`src/rtl/alu_pkg.sv`:
```
// Shared ALU control codes, flag bit positions and requester ids for the
// ALU sharing logic.
package alu_pkg;

    localparam logic [3:0] ALU_ADD = 4'b0010;
    localparam logic [3:0] ALU_SUB = 4'b0110;
    localparam logic [3:0] ALU_SLT = 4'b0111;
    localparam logic [3:0] ALU_AND = 4'b0000;
    localparam logic [3:0] ALU_OR  = 4'b0001;
    localparam logic [3:0] ALU_NOR = 4'b1010;
    localparam logic [3:0] ALU_XOR = 4'b1001;
    localparam logic [3:0] ALU_BRV = 4'b1000;

    // Flag vector layout is {N,Z,V}
    localparam int unsigned FLAG_N = 2;
    localparam int unsigned FLAG_Z = 1;
    localparam int unsigned FLAG_V = 0;

    typedef enum logic {
        REQ0 = 1'b0,
        REQ1 = 1'b1
    } req_id_e;

    function automatic logic is_legal_gin(input logic [3:0] gin);
        case (gin)
            ALU_ADD, ALU_SUB, ALU_SLT, ALU_AND,
            ALU_OR, ALU_NOR, ALU_XOR, ALU_BRV: return 1'b1;
            default:                           return 1'b0;
        endcase
    endfunction

endpackage

```
`src/rtl/rr_arb2.sv`:
```
// Two-way arbiter: round-robin on conflicts (last winner loses), or fixed
// priority to requester 0. No grants are issued while reset is high.
module rr_arb2 import alu_pkg::*; #(
    parameter int FIXED_PRIO = 0
) (
    input  logic clk,
    input  logic reset,
    input  logic valid0,
    input  logic valid1,
    output logic grant0,
    output logic grant1
);

    req_id_e last_id;

    always_comb begin
        grant0 = 1'b0;
        grant1 = 1'b0;
        if (!reset) begin
            if (valid0 && valid1) begin
                if (FIXED_PRIO != 0 || last_id == REQ1) grant0 = 1'b1;
                else                                   grant1 = 1'b1;
            end else begin
                grant0 = valid0;
                grant1 = valid1;
            end
        end
    end

    always_ff @(posedge clk) begin
        if (reset)       last_id <= REQ1;
        else if (grant0) last_id <= REQ0;
        else if (grant1) last_id <= REQ1;
    end

endmodule

```
`src/rtl/alu_share_arbiter.sv`:
```
// Shares one combinational ALU between two requesters, registering a tagged
// response and keeping an independent {N,Z,V} flag register per requester.
module alu_share_arbiter import alu_pkg::*; #(
    parameter int WIDTH      = 32,
    parameter int FIXED_PRIO = 0
) (
    input  logic             clk,
    input  logic             reset,
    input  logic             req0_valid,
    output logic             req0_ready,
    input  logic [WIDTH-1:0] req0_a,
    input  logic [WIDTH-1:0] req0_b,
    input  logic [3:0]       req0_gin,
    input  logic             req1_valid,
    output logic             req1_ready,
    input  logic [WIDTH-1:0] req1_a,
    input  logic [WIDTH-1:0] req1_b,
    input  logic [3:0]       req1_gin,
    output logic [WIDTH-1:0] alu_a,
    output logic [WIDTH-1:0] alu_b,
    output logic [3:0]       alu_gin,
    input  logic [WIDTH-1:0] alu_sum,
    input  logic             alu_zout,
    output logic             rsp_valid,
    output logic             rsp_id,
    output logic [WIDTH-1:0] rsp_data,
    output logic             rsp_err,
    output logic [2:0]       flags0,
    output logic [2:0]       flags1
);

    logic       grant0, grant1, any_grant, legal, ovf;
    logic       sa, sb, sr;
    logic [2:0] new_flags;

    rr_arb2 #(.FIXED_PRIO(FIXED_PRIO)) u_arb (
        .clk    (clk),
        .reset  (reset),
        .valid0 (req0_valid),
        .valid1 (req1_valid),
        .grant0 (grant0),
        .grant1 (grant1)
    );

    assign req0_ready = grant0;
    assign req1_ready = grant1;
    assign any_grant  = grant0 | grant1;

    always_comb begin
        alu_a   = '0;
        alu_b   = '0;
        alu_gin = '0;
        if (grant0) begin
            alu_a   = req0_a;
            alu_b   = req0_b;
            alu_gin = req0_gin;
        end else if (grant1) begin
            alu_a   = req1_a;
            alu_b   = req1_b;
            alu_gin = req1_gin;
        end
    end

    assign legal = is_legal_gin(alu_gin);
    assign sa    = alu_a[WIDTH-1];
    assign sb    = alu_b[WIDTH-1];
    assign sr    = alu_sum[WIDTH-1];

    always_comb begin
        case (alu_gin)
            ALU_ADD: ovf = (sa == sb) && (sr != sa);
            ALU_SUB: ovf = (sa != sb) && (sr != sa);
            default: ovf = 1'b0;
        endcase
        new_flags         = '0;
        new_flags[FLAG_N] = sr;
        new_flags[FLAG_Z] = alu_zout;
        new_flags[FLAG_V] = ovf;
    end

    // Response fields hold between grants; only rsp_valid pulses.
    always_ff @(posedge clk) begin
        if (reset) begin
            rsp_valid <= 1'b0;
            rsp_id    <= 1'b0;
            rsp_data  <= '0;
            rsp_err   <= 1'b0;
            flags0    <= '0;
            flags1    <= '0;
        end else begin
            rsp_valid <= any_grant;
            if (any_grant) begin
                rsp_id   <= grant1;
                rsp_data <= legal ? alu_sum : '0;
                rsp_err  <= ~legal;
                if (legal) begin
                    if (grant1) flags1 <= new_flags;
                    else        flags0 <= new_flags;
                end
            end
        end
    end

endmodule

```
`config.mk`:
```
export PLATFORM = sky130hd
export DESIGN_NAME = alu_share_arbiter
export DESIGN_NICKNAME = d
export VERILOG_FILES = /design/src/rtl/alu_pkg.sv /design/src/rtl/rr_arb2.sv /design/src/rtl/alu_share_arbiter.sv
export SDC_FILE = /design/constraint.sdc
export NUM_CORES = 1
export LEC_CHECK = 0
export CORE_AREA = 4 4 108 110
export DETAILED_ROUTE_END_ITERATION = 16
export DIE_AREA = 0 0 112 114
export DONT_BUFFER_PORTS = 1
export MAX_ROUTING_LAYER = met4
export PLACE_DENSITY = 0.3
export RECOVER_POWER = 50
export SLEW_MARGIN = 20
export SYNTH_ARGS = -nofsm -noshare
export SYNTH_HDL_FRONTEND = slang
export SYNTH_SLANG_ARGS = --single-unit
export TNS_END_PERCENT = 30
```
`constraint.sdc`:
```
create_clock -name clk -period 4.34 [get_ports clk]
set_clock_uncertainty 0.15 [all_clocks]
set_input_delay 0.651 -clock clk [delete_from_list [all_inputs] [get_ports clk]]
set_output_delay 0.651 -clock clk [all_outputs]
set_load 0.005 [all_outputs]
```
Word level (Yosys, flattened, before mapping) --
Memories as Yosys holds them, arrays and structs flattened. Cells that the tools add are included.
Storage, ports and cells: memory bits (read-only) 16, memories 1, register bits after elaboration 42, output and inout port bits 111, input port bits 173, logic and storage cells 38
Memories:
- (name not given) | depth 16, bits a word 1, rd ports 1, clocked after Yosys merged registers in 0, write ports 0, RTL line alu_pkg.sv:25 | case (gin)
Operators by class: reductions and logical operators 6, bitwise operators 3, mux-type cells 16, equal/unequal tests 5
Operator list (count):
- $mux W32 | 5
- $mux W1 | 8
- $mux W4 | 2
- $reduce_and A3 Y1 | 2
- $eq A4 B2 Y1 const B | 1
- $eq A4 B3 Y1 const B | 1
- $logic_and A1 B1 Y1 | 3
- $ne A1 B1 Y1 | 2
- $not A1 Y1 | 2
- $pmux W1 S2 | 1
- $reduce_bool A2 Y1 | 1
- $eq A1 B1 Y1 | 1
- $or A1 B1 Y1 | 1

Depth between registers and ports, before layout --
Gate-level depths: netlist of the first run.
word-level depth 8, gate-level depth with buffers 8

Modules after synthesis --
A second synthesis of the first run with hierarchy kept.
Second synthesis, totals: cells, all modules 226, area, all modules 2180.8 um2
Modules (own cells, without submodules):
- alu_share_arbiter | cells each 219, area each 2123.3 um2, instances 1, sequential area each 820.8 um2
- rr_arb2 | cells each 7, area each 57.6 um2, instances 1, sequential area each 20.0 um2

Worst setup path after synthesis of the first run --
OpenSTA, ideal clock, no wires.
path type input to output, from input req0_valid, to output alu_a[0], buffers on the path 3, cell stages on the path 7, data required time 3.539 ns, arrival time 1.897 ns, path slack 1.642 ns, cell sequence buf_2 > a21boi_4 > nand2b_1 > inv_2 > clkbuf_1 > buf_2 > a22o_1
Between the ends: cells in the longest elaborated chain, start to end 5, elaborated cells between the ends (all ways) 7, classes of those cells 6 x mux; 1 x reduce/logical
Ends and longest elaborated chain:
- from (decl) | RTL line alu_share_arbiter.sv:9 | input logic req0_valid,
- $logic_and A1 B1 Y1 | RTL line rr_arb2.sv:20 | if (valid0 && valid1) begin
- $mux W1 | RTL line rr_arb2.sv:20
- $mux W1 | RTL line rr_arb2.sv:19 | if (!reset) begin
- $mux W32 | RTL line alu_share_arbiter.sv:57 | end else if (grant1) begin
- $mux W32 * | RTL line alu_share_arbiter.sv:53 | if (grant0) begin
- to (decl) | RTL line alu_share_arbiter.sv:19 | output logic [WIDTH-1:0] alu_a,
Every way passes the cells marked *; elsewhere a longest branch is shown, timed or not.

Worst setup path after layout of the first run --
from input req1_valid, to output alu_b[24]
Between the ends: cells in the longest elaborated chain, start to end 5, elaborated cells between the ends (all ways) 7, classes of those cells 6 x mux; 1 x reduce/logical
Ends and longest elaborated chain:
- from (decl) | RTL line alu_share_arbiter.sv:14 | input logic req1_valid,
- $logic_and A1 B1 Y1 | RTL line rr_arb2.sv:20
- $mux W1 * | RTL line rr_arb2.sv:20
- $mux W1 * | RTL line rr_arb2.sv:19
- named net req1_ready | RTL line alu_share_arbiter.sv:15 | output logic req1_ready,
- $mux W32 * | RTL line alu_share_arbiter.sv:57
- $mux W32 * | RTL line alu_share_arbiter.sv:53
- to (decl) | RTL line alu_share_arbiter.sv:20 | output logic [WIDTH-1:0] alu_b,
Mark *: on every way through the listed nets, which the timed path passes. The rest lies on a longest branch.

==> results of run 1 <==
## path summary, 6_finish.rpt
| path | to | slack (ns) | cells past startpoint |
|---|---|---|---|
| hold reg to reg | rsp_err | 0.34 | 2 |
| setup reg to reg | rsp_data[26] | 1.07 | 6 |
| setup / recovery | alu_b[24] | 0.96 | 4 |
| hold / removal | rsp_err | 0.27 | 1 |
## layer usage
metal  track usage  vias to the layer above  share of wire
met5             -                        -              0
met4       0.02885                        0         0.0074
met3       0.05411                        4           0.10
met2        0.2246                      139           0.51
met1        0.1641                      931           0.38
li1              -                      865              -
## area by class of cell
type | instances | area, um^2
well taps | 140 | 175.2
flip-flops and latches | 42 | 840.8
clock inverters | 1 | 30.03
repair buffers | 2 | 15.01
fillers | 1202 | 8349
multi-input cells | 154 | 1184
diodes | 3 | 7.507
inverters | 5 | 20.02
clock buffers | 7 | 76.32
## registers in the layout, indices dropped and copies added, names as in the netlist
name / flops
rsp_data: 32
flags0: 3
flags1: 3
rsp_err: 1
rsp_id: 1
rsp_valid: 1
u_arb.last_id: 1
## cells by family (layout without fill, tap and decap cells)
group	Yosys count	count (layout)	share of synthesized area
AOI/OAI and AO/OA	118	118	0.4619
DFF	42	42	0.3823
and+or+nand+nor	34	34	0.08818
buffers and inverters	28	15	0.05972
xor gates and xnor gates	2	2	0.007965
other	0	3	0
## critical path: stages
cell	delay [ns]
a21boi_0	0.66
nand2b_1	0.25
clkinv_2	0.65
a22o_1	0.31
## metrics by stage
stage / hold WS (ns) / worst slack [ns]
6_report: 0.2731 / 0.9621
5_1_grt: 0.2548 / 0.6536
4_1_cts: 0.2607 / 1.289
3_5_place_dp: 0.3373 / 1.315
3_3_place_gp: 0.3415 / 1.347
2_1_floorplan: 0.3027 / 1.642
## where the power goes
| group | total, mW | leakage [nW] | internal (mW) | switching [mW] |
|---|---|---|---|---|
| Clock | 0.303 | 0.0525 | 0.172 | 0.131 |
| Sequential | 0.444 | 0.348 | 0.418 | 0.0264 |
| Combinational | 0.144 | 0.474 | 0.0639 | 0.0799 |
## cell usage after synthesis, drive strengths merged
| library cell | number |
|---|---|
| o21ai | 9 |
| or4b | 1 |
| o2bb2ai | 1 |
| dfxtp | 42 |
| clkbuf | 12 |
| nor2 | 10 |
| a22o | 95 |
| nor3 | 4 |
| or3 | 1 |
| nand2b | 6 |
| a21boi | 1 |
| a2bb2oi | 1 |
| xnor2 | 2 |
| a21oi | 5 |
| nand3 | 6 |
| nor2b | 2 |
| buf | 11 |
| inv | 5 |
| o32ai | 1 |
| or2 | 2 |
| nand2 | 2 |
| a32oi | 5 |
## cell usage in the layout (no fill, tap or decap), types with 3 or more instances in the layout
master    Yosys  routed
nor2_1        8       7
o21ai_0       4       6
diode_2       0       3
inv_1         4       4
clkbuf_8      0       5
nand2b_1      6       6
nor3_1        2       4
a32oi_1       4       5
o21ai_1       5       3
nand3_1       6       6
dfxtp_1      42      42
a21oi_1       5       5
a22o_1       95      95
==> out/qor.yml, run 1 <==
yosysSeqAreaShare: 0.3823
place_congestion: 0.8771
ant_nets: 0
grt_pass1_vias: 2045
die_h_um: 114
synth_top_area_share: 0.3823
drive_gt1_frac: 0.06161
synthesis.nets: 397
clockRootBuffer: "clkbuf_8"
period_share: 0.7783
setup_tns_ns: 0
drt_iter0_drc: 140
ir_drop_mv: 0.1155
slew_headroom: 0.1279
final_cell_area_um2: 2349
worstPathArrival_ns: 2.58
syn_inst: 224
grt_pass1_wl_um: 13120
track_usage: 0.1384
clk_pin_slew_worst_paths_ns: 0.08
synth_top_cell_by_area: "dfxtp_1"
crit_path_end_kind: "primary output"
cap_viol_max_count: 0
r2r_start: "u_arb.last_id"
dieArea_um2: 12770
final_cells: 354
crit_start: "req1_valid"
rsz0062_at_grt: "no"
wl_per_cell_um: 26.47
rows: 38
setup_viol: 0
ys_types: 32
worstSetupPathType: "primary input to primary output"
hold_viol: 0
cp.required_ns: 3.54
p_per_area_nw_per_um2: 379.5
drt_wl_total_um: 9369
hpwl_um: 7715
clockBufferDepth: 2
final_core_util: 0.2195
report.final.slew_viol_count: 0
drc: 0
post-cts-setup-buffers: 0
power.total_uw: 891.2
syn_area_um2: 2200
synth_area_per_cell_um2: 9.820
clock_sinks: 42
via_per_inst: 5.477
startpoint_type: "primary input"
grt-ovfl-total: 0
cts_resized: 0
dieWidth_um: 112
synth_warnings: 0
fmax_ghz: 0.2960
min_path_type: "primary input to flop"
status: "complete, no violations"
insertion_delay_ns: 0.29
grt_max_degree: 68
start_util: 0.2056
cts_tree: "yes"
fin_nets: 383
fp.coreArea_um2: 10700
tightest_slew_ns: 1.307
placed_area_um2: 2287
power_leakage_nw: 0.8739
ioPinCount: 284
port_buffers: 0
cts_buffers: 5
cts_hold_buf: 0
area_growth_pct: 6.769
antenna_found_initial: 2
numPlacedInstances: 343
min_from: "reset"
synth_area_leaders: "dfxtp_1 (38%), a22o_1 (38%), clkbuf_1 (2.0%)"
htree_num_levels: 2
worstPathMaxFanout: 67
first_pass_iters: 4
vias: 1939
min_period_ns: 3.378
yosys_register_bits: 42
Power figures use the tool's default switching activity.
==> run 2: changes to the inputs <==
==> constraint.sdc (replaced) <==
create_clock -name clk -period 3.3 [get_ports clk]
set_clock_uncertainty 0.15 [all_clocks]
set_input_delay 0.495 -clock clk [delete_from_list [all_inputs] [get_ports clk]]
set_output_delay 0.495 -clock clk [all_outputs]
set_load 0.005 [all_outputs]
==> out/qor.yml, run 2 (synthesis gave the netlist of run 1 again) <==
status: "complete, no violations"  # unchanged
startpoint_type: "flop"  # was primary input
diodes: 0  # was 3
area_growth_pct: 7.338  # was 6.769%
final_common_cell: "a22o_1"  # unchanged
placed_area_um2: 2307  # was 2287 um^2
slew_headroom: 0.5003  # was 0.1279
p_int_uw: 786.7  # was 653.8 uW
wl_met2_um: 4720  # was 4747 um
clk_pin_slew_worst_paths_ns: 0.09  # was 0.08 ns
p_clk_frac: 0.298  # was 0.340
cap_viol_max_count: 0  # unchanged
tightest_slew_ns: 0.7479  # was 1.307 ns
min_path_type: "primary input to flop"  # unchanged
grt_pass1_wl_um: 12240  # was 13120 um
drt_iter0_drc: 147  # was 140
vias: 1898  # was 1939
crit_path_end_kind: "primary output"  # unchanged
min_period_ns: 2.764
crit_path_max_incr_delay_ns: 0.46  # was 0.66 ns
drt_wl_total_um: 9176  # was 9369 um
swShare: 0.2921  # was 0.2663
crit_path_cell_trace: "a21boi_4, nand2b_1, inv_1, buf_12, a22o_1"  # was a21boi_0, nand2b_1, clkinv_2, a22o_1
port_buffers: 0  # unchanged
power_switching_uw: 324.6  # was 237.4 uW
fin_nets: 384  # was 383
met1_length_um: 3713  # was 3587 um
worstPathMaxFanout: 52  # was 67
drive_gt1_frac: 0.07547  # was 0.06161
period_share: 0.8375
fmax_ghz: 0.3618
top_layer: "met4"  # unchanged
worstPathArrival_ns: 2.12  # was 2.58 ns
hold_viol: 0  # unchanged
setup_tns_ns: 0  # unchanged
first_pass_iters: 4  # unchanged
place_congestion: 0.8242  # was 0.8771
critPathTopFamily: "buffers and inverters"  # was compound AO/OA/AOI/OAI gates
combPwrFrac: 0.177  # was 0.161
track_usage: 0.1309  # was 0.1384
wl_per_cell_um: 26.07  # was 26.47 um
ir_drop_mv: 0.1667  # was 0.1155 mV
grt_max_degree: 53  # was 68
clock_sinks: 42  # unchanged
critical_path_buf_inv_count: 2  # was 1
htree_num_levels: 2  # unchanged
seqPwrFrac: 0.526  # was 0.498
fillCellCount: 1197  # was 1202
final_cell_mix: "a22o_1 (95), dfxtp_1 (42), nor2_1 (7)"  # unchanged
rsz0062_at_grt: "no"  # unchanged
hpwl_um: 7542  # was 7715 um
clockBufferDepth: 2  # unchanged
post-cts-setup-buffers: 0  # unchanged
final_cell_area_um2: 2361  # was 2349 um^2
top_register: "rsp_data"  # unchanged
cts_buffers: 5  # unchanged
setup_viol: 0  # unchanged
ioPinCount: 284  # unchanged
start_util: 0.2056  # unchanged
insertion_delay_ns: 0.29  # about the same
wl_met3_um: 677  # was 964 um
rows: 38  # unchanged
worstSetupPathType: "flop to primary output"  # was primary input to primary output
report.final.slew_viol_count: 0  # unchanged
cts_resized: 0  # unchanged
clockRootBuffer: "clkbuf_8"  # unchanged
p_per_area_nw_per_um2: 470.7  # was 379.5 nW/um^2
fp.coreArea_um2: 10700  # unchanged
dieWidth_um: 112  # unchanged
grt_pass1_vias: 1884  # was 2045
largest_reg_flops: 32  # unchanged
dieArea_um2: 12770  # unchanged
grt-ovfl-total: 0  # unchanged
cp.required_ns: 2.65  # was 3.54 ns
largestRegisters: "rsp_data (32), flags0 (3), flags1 (3)"  # unchanged
antenna_found_initial: 0  # was 2
cts_tree: "yes"  # unchanged
power_leakage_nw: 0.8851  # was 0.8739 nW
drc: 0  # unchanged
ant_nets: 0  # unchanged
via_per_inst: 5.392  # was 5.477
cts_hold_buf: 0  # unchanged
die_h_um: 114  # unchanged
worst_path_max_delay_cell: "inv_1"  # was a21boi_0
-- run 2: worst paths after layout --
kind | start | end | slack, ns | cells after the start
min | reset | rsp_err | 0.11 | 1
min reg2reg | rsp_err | rsp_err | 0.34 | 2
max | u_arb.last_id | alu_b[28] | 0.54 | 5
max reg2reg | u_arb.last_id | rsp_data[5] | 0.59 | 6
-- run 2: metal layers --
layer / GRT usage / up-vias
met3: 0.03077 / 4
li1: - / 862
met1: 0.1677 / 896
met4: 0.02885 / 0
met2: 0.2118 / 136
met5: - / -
-- run 2: final cells by class --
| class | count | area [um^2] | area share |
|---|---|---|---|
| Multi-Input combinational cell | 154 | 1205 | 0.5103 |
| Sequential cell | 42 | 840.8 | 0.3561 |
| Tap cell | 140 | 175.2 | 0.07419 |
| Clock buffer | 6 | 72.57 | 0.03074 |
| Timing Repair Buffer | 3 | 35.03 | 0.01484 |
| Inverter | 5 | 18.77 | 0.007949 |
| Clock inverter | 2 | 13.76 | 0.005829 |
-- run 2: worst reg2reg max path, delay by kind of cell, from the launching register on --
kind,cells,cell delay (ns)
and+or+nand+nor,3,0.86
DFF,1,0.43
AOI/OAI and AO/OA,3,1.15
-- run 2: stage by stage --
step	utilization	hold WS [ns]	total power [mW]	instances	worst slack [ns]
after floorplan	-	0.3027	0.7621	224	0.9138
after global placement	0.2157	0.3389	0.8049	344	0.7993
after detailed placement	0.2157	0.3376	0.7999	344	0.8010
after CTS	0.2237	0.09553	1.145	352	0.6481
after global routing	0.2207	0.08060	1.184	352	0.3071
final	0.2207	0.1107	1.111	352	0.5363
-- run 2: power by group through the flow --
stage | Combinational [mW] | Clock (mW) | Sequential (mW)
2_1_floorplan | 0.177 | 0 | 0.585
3_3_place_gp | 0.205 | 0 | 0.600
3_5_place_dp | 0.203 | 0 | 0.597
4_1_cts | 0.205 | 0.355 | 0.585
5_1_grt | 0.218 | 0.376 | 0.589
6_report | 0.196 | 0.331 | 0.584
==> run 3: changes to the inputs <==
==> constraint.sdc (replaced) <==
create_clock -name clk -period 2.3 [get_ports clk]
set_clock_uncertainty 0.15 [all_clocks]
set_input_delay 0.345 -clock clk [delete_from_list [all_inputs] [get_ports clk]]
set_output_delay 0.345 -clock clk [all_outputs]
set_load 0.005 [all_outputs]
==> out/qor.yml, run 3 (synthesis gave the netlist of run 1 again) <==
crit_path_end_kind: "primary output"  # unchanged
period_share: 0.9538
htree_num_levels: 2  # unchanged
drt_iter0_drc: 102  # was 147
slew_headroom: 0.7101  # was 0.5003
hold_viol: 0  # unchanged
clockBufferDepth: 2  # unchanged
placed_area_um2: 2357  # was 2307 um^2
grt-ovfl-total: 0  # unchanged
cts_buffers: 5  # unchanged
fin_ws_ns: 0.1064  # was 0.5363 ns
start_util: 0.2056  # unchanged
drive_gt1_frac: 0.1409  # was 0.07547
via_per_inst: 5.330  # was 5.392
dieArea_um2: 12770  # unchanged
crit_path_max_incr_delay_ns: 0.36  # was 0.46 ns
worstSetupPathType: "flop to primary output"  # unchanged
dieWidth_um: 112  # unchanged
rows: 38  # unchanged
worst_path_max_delay_cell: "dfxtp_2"  # was inv_1
setup_viol: 0  # unchanged
hpwl_um: 7479  # was 7542 um
place_congestion: 0.8125  # was 0.8242
final_cell_mix: "a22o_1 (94), dfxtp_1 (41), nor2_1 (7), nand3_1 (6), clkbuf_8 (6)"  # was a22o_1 (95), dfxtp_1 (42), nor2_1 (7)
cp.required_ns: 1.80  # was 2.65 ns
first_pass_iters: 4  # unchanged
tightest_slew_ns: 0.4339  # was 0.7479 ns
final_core_util: 0.2346  # was 0.2207
post-cts-setup-buffers: 0  # unchanged
grt_pass1_vias: 2000  # was 1884
die_h_um: 114  # unchanged
fillCellCount: 1179  # was 1197
cap_viol_max_count: 0  # unchanged
top_register: "rsp_data"  # unchanged
final_common_cell: "a22o_1"  # unchanged
p_per_area_nw_per_um2: 656.8  # was 470.7 nW/um^2
final_cell_area_um2: 2510  # was 2361 um^2
ant_nets: 0  # unchanged
clk_pin_slew_worst_paths_ns: 0.09  # about the same
clock_sinks: 42  # unchanged
startpoint_type: "flop"  # unchanged
largest_reg_flops: 32  # unchanged
cts_tree: "yes"  # unchanged
crit_path_cell_trace: "a21boi_4, nand2b_4, inv_4, buf_16, a22o_1"  # was a21boi_4, nand2b_1, inv_1, buf_12, a22o_1
insertion_delay_ns: 0.29  # about the same
hold_path_depth: 1  # unchanged
ir_drop_mv: 0.2037  # was 0.1667 mV
fin_nets: 392  # was 384
status: "complete, no violations"  # unchanged
min_path_type: "primary input to flop"  # unchanged
antenna_found_initial: 0  # unchanged
clockRootBuffer: "clkbuf_8"  # unchanged
worstPathMaxFanout: 52  # unchanged
largestRegisters: "rsp_data (32), flags0 (3), flags1 (3)"  # unchanged
port_buffers: 0  # unchanged
power.total_mw: 1.648  # was 1.111 mW
pre_cts_ws_ns: -0.01111  # was 0.8010 ns
power_leakage_nw: 0.9422  # was 0.8851 nW
report.final.slew_viol_count: 0  # unchanged
min_period_ns: 2.194
worstPathArrival_ns: 1.70  # was 2.12 ns
rsz0062_at_grt: "yes"  # was no
final_cells: 361  # was 352
drt_wl_total_um: 9238  # was 9176 um
wl_per_cell_um: 25.59  # was 26.07 um
vias: 1924  # was 1898
numPlacedInstances: 349  # was 344
fp.coreArea_um2: 10700  # unchanged
fmax_ghz: 0.4559
track_usage: 0.1324  # was 0.1309
area_growth_pct: 14.11  # was 7.338%
ioPinCount: 284  # unchanged
grt_pass1_wl_um: 12550  # was 12240 um
grt_max_degree: 66  # was 53
worst_r2r_path_depth: 7  # was 6
drc: 0  # unchanged
==> run 3: worst max-delay path, delay by kind of cell, from the launching register on <==
kind	cells	cell delay [ns]
AOI/OAI and AO/OA	2	0.54
buffers and inverters	2	0.36
and+or+nand+nor	1	0.11
DFF	1	0.36
==> run 3: worst paths after layout <==
| check | start | endpoint | slack (ns) |
|---|---|---|---|
| worst min register to register | rsp_err | rsp_err | 0.34 |
| worst max register to register | u_arb.last_id | flags0[0] | 0.18 |
| worst max-delay path | u_arb.last_id | alu_a[27] | 0.11 |
| worst min-delay path | alu_sum[12] | rsp_data[12] | 0.03 |
==> run 3: repair_timing <==
item / CTS / global route
cloned: 0 / 1
hold endpoints to repair: 5 / 0
setup endpoints to repair: 44 / 96
hold buffers: 2 / 0
pin swaps: 1 / 0
resized for setup: 4 / 5
==> run 3: layer usage <==
| metal | GRT usage | up-vias | part of all wire |
|---|---|---|---|
| met4 | 0.03125 | 0 | 0.0089 |
| li1 | - | 884 | - |
| met5 | - | - | 0 |
| met1 | 0.1654 | 892 | 0.39 |
| met2 | 0.2134 | 141 | 0.51 |
| met3 | 0.03767 | 7 | 0.089 |
==> run 3: layout make-up <==
| type | instances | area (um^2) | share of cell area |
|---|---|---|---|
| Inverter | 5 | 21.27 | 0.008475 |
| Multi-Input combinational cell | 155 | 1265 | 0.5040 |
| Timing Repair Buffer | 10 | 108.9 | 0.04337 |
| Sequential cell | 42 | 842.1 | 0.3355 |
| Clock inverter | 2 | 12.51 | 0.004985 |
| Tap cell | 140 | 175.2 | 0.06979 |
| Antenna cell | 1 | 2.502 | 0.0009970 |
| Clock buffer | 6 | 82.58 | 0.03290 |
==> run 3: through the flow <==
step	hold WS (ns)	setup TNS (ns)
floorplan	0.3027	0
global placement	0.2694	-0.6669
detailed placement	0.2707	-0.09228
CTS	0.01466	0
global route	0.01263	-0.05392
finish	0.02954	0
==> run 3: power breakdown <==
group	internal, mW	total [mW]	leakage, nW	switching (mW)
clock network	0.241	0.495	0.0472	0.254
logic	0.145	0.314	0.548	0.170
registers	0.788	0.839	0.347	0.0502
total	1.17	1.65	0.942	0.474
